===== config.mk =====
export PLATFORM = sky130hd
export DESIGN_NAME = heap_drain
export DESIGN_NICKNAME = d
export VERILOG_FILES = /design/src/rtl/maxheap_pkg.sv /design/src/rtl/prio_fifo.sv /design/src/rtl/heap_drain.sv
export SDC_FILE = /design/constraint.sdc
export NUM_CORES = 1
export LEC_CHECK = 0
export BUFFER_PORTS_ARGS = -buffer_cell sky130_fd_sc_hd__buf_2
export CAP_MARGIN = 10
export CORE_AREA = 2 2 135 137
export DETAILED_ROUTE_END_ITERATION = 10
export DIE_AREA = 0 0 137 139
export GPL_ROUTABILITY_DRIVEN = 0
export PLACE_DENSITY = 0.81
export SLEW_MARGIN = 20
export SYNTH_ARGS = -nofsm -noshare
export SYNTH_HDL_FRONTEND = slang
export SYNTH_SLANG_ARGS = --single-unit
export TNS_END_PERCENT = 1

===== constraint.sdc =====
create_clock -name sink_clk -period 16 [get_ports sink_clk]
set_input_delay 2.4 -clock sink_clk [delete_from_list [all_inputs] [get_ports sink_clk]]
set_output_delay 2.4 -clock sink_clk [all_outputs]
set_load 0.005 [all_outputs]

===== src/rtl/maxheap_pkg.sv =====
`default_nettype none
// maxheap_pkg: shared widths, element type and drain FSM states for the maxheap family.
package maxheap_pkg;

  localparam int DEF_DATA_WIDTH = 10;
  localparam int DEF_PRIO_WIDTH = 32;

  typedef struct packed {
    logic [DEF_DATA_WIDTH-1:0] data;
    logic [DEF_PRIO_WIDTH-1:0] prio;
  } heap_elem_t;

  typedef enum logic [1:0] {
    IDLE   = 2'd0,
    POP    = 2'd1,
    SETTLE = 2'd2
  } drain_state_t;

endpackage
`default_nettype wire


===== src/rtl/prio_fifo.sv =====
`default_nettype none
// prio_fifo: circular-buffer FIFO of heap elements with occupancy count and async reset.
module prio_fifo
  import maxheap_pkg::*;
#(
  parameter int  DEPTH  = 4,
  parameter type elem_t = heap_elem_t
) (
  input  logic                   clk,
  input  logic                   rst,
  input  logic                   wr_en,
  input  elem_t                  wr_elem,
  input  logic                   rd_en,
  output elem_t                  rd_elem,
  output logic                   full,
  output logic                   empty,
  output logic [$clog2(DEPTH):0] count
);

  localparam int AW = $clog2(DEPTH);

  elem_t         mem [DEPTH];
  logic [AW-1:0] wr_ptr;
  logic [AW-1:0] rd_ptr;
  logic          do_wr;
  logic          do_rd;

  assign full    = (count == (AW+1)'(DEPTH));
  assign empty   = (count == '0);
  assign do_rd   = rd_en && !empty;
  assign do_wr   = wr_en && (!full || do_rd);
  assign rd_elem = mem[rd_ptr];

  // Storage is cleared on reset so the head output is never X.
  always_ff @(posedge clk or posedge rst) begin
    if (rst) begin
      for (int i = 0; i < DEPTH; i++) begin
        mem[i] <= '0;
      end
      wr_ptr <= '0;
      rd_ptr <= '0;
      count  <= '0;
    end else begin
      if (do_wr) begin
        mem[wr_ptr] <= wr_elem;
        wr_ptr      <= wr_ptr + 1'b1;
      end
      if (do_rd) begin
        rd_ptr <= rd_ptr + 1'b1;
      end
      case ({do_wr, do_rd})
        2'b10:   count <= count + 1'b1;
        2'b01:   count <= count - 1'b1;
        default: count <= count;
      endcase
    end
  end

endmodule
`default_nettype wire


===== src/rtl/heap_drain.sv =====
`default_nettype none
// heap_drain: pops the heap maximum, forwards elements at/above threshold through a FIFO,
// and counts (saturating) the ones below it.
module heap_drain
  import maxheap_pkg::*;
#(
  parameter int DATA_WIDTH = DEF_DATA_WIDTH,
  parameter int PRIO_WIDTH = DEF_PRIO_WIDTH,
  parameter int FIFO_DEPTH = 4,
  parameter int CNT_WIDTH  = 16
) (
  input  logic                  sink_clk,
  input  logic                  reset,
  input  logic                  enable,
  input  logic [PRIO_WIDTH-1:0] threshold,
  input  logic                  heap_valid,
  input  logic [DATA_WIDTH-1:0] heap_data,
  input  logic [PRIO_WIDTH-1:0] heap_prio,
  output logic                  heap_pop,
  output logic                  source_valid,
  input  logic                  source_ready,
  output logic [DATA_WIDTH-1:0] source_data,
  output logic [PRIO_WIDTH-1:0] source_prio,
  output logic [CNT_WIDTH-1:0]  drop_count
);

  localparam int CW = $clog2(FIFO_DEPTH) + 1;

  typedef struct packed {
    logic [DATA_WIDTH-1:0] data;
    logic [PRIO_WIDTH-1:0] prio;
  } elem_t;

  drain_state_t  state;
  drain_state_t  next_state;
  logic          pop_next;
  logic          room;
  logic          capture;
  logic          pass;
  logic          fifo_wr;
  logic          fifo_rd;
  logic          fifo_full;
  logic          fifo_empty;
  logic [CW-1:0] fifo_count;
  elem_t         wr_elem;
  elem_t         rd_elem;

  // Room is only needed in IDLE: with a single element in flight the capture cannot overflow.
  assign room    = (fifo_count < CW'(FIFO_DEPTH));
  assign capture = (state == POP) && heap_valid;
  assign pass    = ($signed(heap_prio) >= $signed(threshold));
  assign fifo_wr = capture && pass && !fifo_full;
  assign fifo_rd = source_valid && source_ready;
  assign wr_elem = '{data: heap_data, prio: heap_prio};

  always_ff @(posedge sink_clk or posedge reset) begin
    if (reset) begin
      state    <= IDLE;
      heap_pop <= 1'b0;
    end else begin
      state    <= next_state;
      heap_pop <= pop_next;
    end
  end

  always_comb begin
    next_state = state;
    case (state)
      IDLE:    if (enable && heap_valid && room) next_state = POP;
      POP:     next_state = SETTLE;
      SETTLE:  next_state = IDLE;
      default: next_state = IDLE;
    endcase
  end

  always_comb begin
    pop_next = (next_state == POP);
  end

  always_ff @(posedge sink_clk or posedge reset) begin
    if (reset) begin
      drop_count <= '0;
    end else if (capture && !pass && (drop_count != {CNT_WIDTH{1'b1}})) begin
      drop_count <= drop_count + 1'b1;
    end
  end

  prio_fifo #(
    .DEPTH  (FIFO_DEPTH),
    .elem_t (elem_t)
  ) u_fifo (
    .clk     (sink_clk),
    .rst     (reset),
    .wr_en   (fifo_wr),
    .wr_elem (wr_elem),
    .rd_en   (fifo_rd),
    .rd_elem (rd_elem),
    .full    (fifo_full),
    .empty   (fifo_empty),
    .count   (fifo_count)
  );

  assign source_valid = !fifo_empty;
  assign source_data  = rd_elem.data;
  assign source_prio  = rd_elem.prio;

endmodule
`default_nettype wire


==> results.yml <==
drt:
  vias: 5843
  maxUsedRoutingLayer: "met4"
  met1Wirelength_microns: 9012
  avgViaCountPerCell: 5.689
  drt_wl_total_microns: 20820
  met2WireLength_microns: 10270
  ant_nets: 0
  routedWlPerCell_microns: 20.28
  route.detailed.drc: 0
  firstDrtPassIters: 4
  drt_iter0_drc: 277
  wl_met3_microns: 1048
power_and_ir_drop:
  leakage_uw: 0.006120
  p_per_area_mw_per_mm2: 154.0
  peakVddDrop_v: 0.00009799
placed_design:
  place_ws_ns: 10.04
  portBuffers: 138
  place_area_sq_mm: 0.01075
  place_hpwl_microns: 14170
cells_and_area:
  layout_commonest_cell: "dfrtp_1"
  layout.cells.most_common_list: "dfrtp_1 (192), buf_2 (138), mux2_4 (120), mux2_2 (51), mux4_2 (42)"
  area_growth_pct: 14.65
  nNetsFinal: 901
  fin_area_sq_mm: 0.01137
  drive_above_1_share_pct: 50.63
logic_synthesis:
  yosysUniqueCellTypes: 42
  synthSimpleGateAreaFrac_pct: 4.012
  syn-cell-area_sq_mm: 0.009918
  synthAdderAreaFrac_pct: 4.996
  yosysSeqAreaShare_pct: 48.95
  ys_ff_latch: 194
  synth_top_family_by_area: "multiplexers"
  synth_compound_area_share_pct: 2.700
  synth.mux.area_fraction_pct: 33.73
  syn_area_per_cell_sq_um: 15.28
  syn_inst: 649
  ys_warn_count: 0
  synth_xor_area_share_pct: 1.766
  synth_fp_nets: 767
clock_tree:
  cts-hold-fix-buffers: 0
  insertion_delay_ns: 0.43
  cts_made_buffers: 17
  cts_tree: "built"
  ctsHtreeMaxLevel: 4
  cts.clk_slew.worst_paths_ns: 0.07
  post-cts-setup-buffer-count: 0
  cts_resized: 0
  clockBufferDepth: 2
  clkSinkCount: 194
  cts_root_buffer: "clkbuf_16"
timing:
  drv_slew: 0
  rsz0062_at_grt: "false"
  fin_skew_ns: 0.008019
  max_freq_mhz: 180.3
  period_share_pct: 34.67
  min_period_ns: 5.547
  worst_pin_slew_ns: 1.101
  tns_ns: 0
  final_hold_viol_count: 0
  setup_ws_ns: 10.45
  relSlewSlack_pct: 26.24
  setup_violations: 0
global_routing:
  grt_usage_pct: 23.11
  grt_pass1_wl_microns: 33930
  grt_overflow_total: 0
  grt_max_degree: 112
  antenna_found_initial: 2
  grt_pass1_vias: 6473
status:
  status: "completed"
floorplan:
  core_area_sq_mm: 0.01766
  pin_count: 139
  fp.dieW_microns: 137
  dieArea_sq_mm: 0.01904
  start_util_pct: 56.17
  die_y_microns: 139
  rows: 49
hold_path:
  min_path_type: "reg2reg"
critical_path:
  crit_arrival_ns: 5.86
  r2r_slack_ns: 13.26
  critPathMaxFanout: 22
  required_ns: 16.31
  startpoint_type: "input pin"
  criticalPathCategory: "in2reg"
  cp-end-kind: "register"
run:
  maxCapViolations: 0
==> synth_stat cells <==
library cell,number,share of area [%]
and2_1,3,0.19
buf_2,8,0.40
nor4_1,13,0.82
mux2i_2,1,0.14
inv_1,41,1.6
xnor2_1,3,0.26
ha_1,38,4.8
and3_1,6,0.38
o21ai_1,2,0.10
nor4_2,1,0.13
dfrtp_1,194,49
nand2b_1,2,0.13
nor2b_1,2,0.13
mux2_4,120,18
mux2i_1,1,0.10
a21o_1,2,0.15
buf_6,13,1.5
a31oi_2,1,0.13
a21oi_1,15,0.76
and4_1,1,0.088
o211ai_2,1,0.13
xor2_1,17,1.5
mux2_2,51,5.8
nand3_1,10,0.50
fa_1,1,0.20
or3_1,1,0.063
nor2_1,7,0.26
and2_0,1,0.063
a41oi_2,1,0.16
buf_4,1,0.076
clkbuf_1,7,0.26
mux4_2,42,9.5
a221oi_2,1,0.15
o211ai_4,3,0.64
nor4b_1,1,0.088
a211o_1,1,0.088
o21ai_0,6,0.30
nor3_1,2,0.10
o311ai_1,1,0.088
nand4_1,5,0.32
nand2_1,20,0.76
buf_1,2,0.076
==> final cells by class <==
cell class | instances | area [sq um]
timing repair buffer | 146 | 754.5
multi-input combinational | 383 | 4691
inverter | 41 | 161.4
antenna | 2 | 5.005
clock inverter | 13 | 157.7
tap | 229 | 286.5
fill | 1250 | 6286
sequential | 194 | 4862
clock buffer | 19 | 452.9
==> worst max-delay path, stage by stage <==
cell and delay [ns]:
buf_2 0.14, ha_1 0.32, nand4_1 0.17, nor4_2 0.39
a21oi_1 0.16, mux2i_2 0.18, buf_4 0.24, o211ai_4 0.90
buf_4 0.58, mux2_4 0.34
==> flip-flops by register name, summed over array words and instances (netlist names) <==
signal	cells
drop_count	16
heap_pop	1
state	2
u_fifo.count	3
u_fifo.mem	168
u_fifo.rd_ptr	2
u_fifo.wr_ptr	2
==> stage by stage <==
step	total power [uW]	instances	util, %	hold WS (ns)
2_1_floorplan	1139	649	-	0.4031
3_3_place_gp	1284	993	60.88	0.4190
3_5_place_dp	1321	993	60.88	0.4221
4_1_cts	1764	1025	64.34	0.4368
5_1_grt	1838	1026	64.38	0.4507
6_report	1752	1027	64.40	0.4333
==> where the power goes <==
| group | total (uW) | internal (uW) | switching, uW |
|---|---|---|---|
| logic | 518 | 353 | 165 |
| clock network | 441 | 254 | 187 |
| registers | 793 | 642 | 150 |
==> logic make-up (layout without fill, tap and decap cells) <==
logic type,after synthesis,in the layout
AO/OA/AOI/OAI,34,34
AND/OR/NAND/NOR,75,75
XOR/XNOR,20,20
adder cells (fa/ha/maj),39,39
flip-flops,194,194
multiplexers,215,215
buffers and inverters,72,219
other,0,2
==> per-layer routing <==
layer,vias up,track usage (%)
met3,41,5.300
met5,-,0
met4,0,8.247
met1,3014,30.05
met2,162,38.05
li1,2626,-
==> final timing paths <==
path	start	to	depth (start not counted)
worst max-delay path	heap_prio[29]	u_fifo.mem[32]	10
worst min-delay path	state[1]	state[1]	1
worst max register to register	state[1]	u_fifo.mem[32]	6
worst min register to register	state[1]	state[1]	1
max in group asynchronous	reset	u_fifo.rd_ptr[1]	3
min in group asynchronous	reset	u_fifo.mem[137]	2
Power figures use the tool's default switching activity.
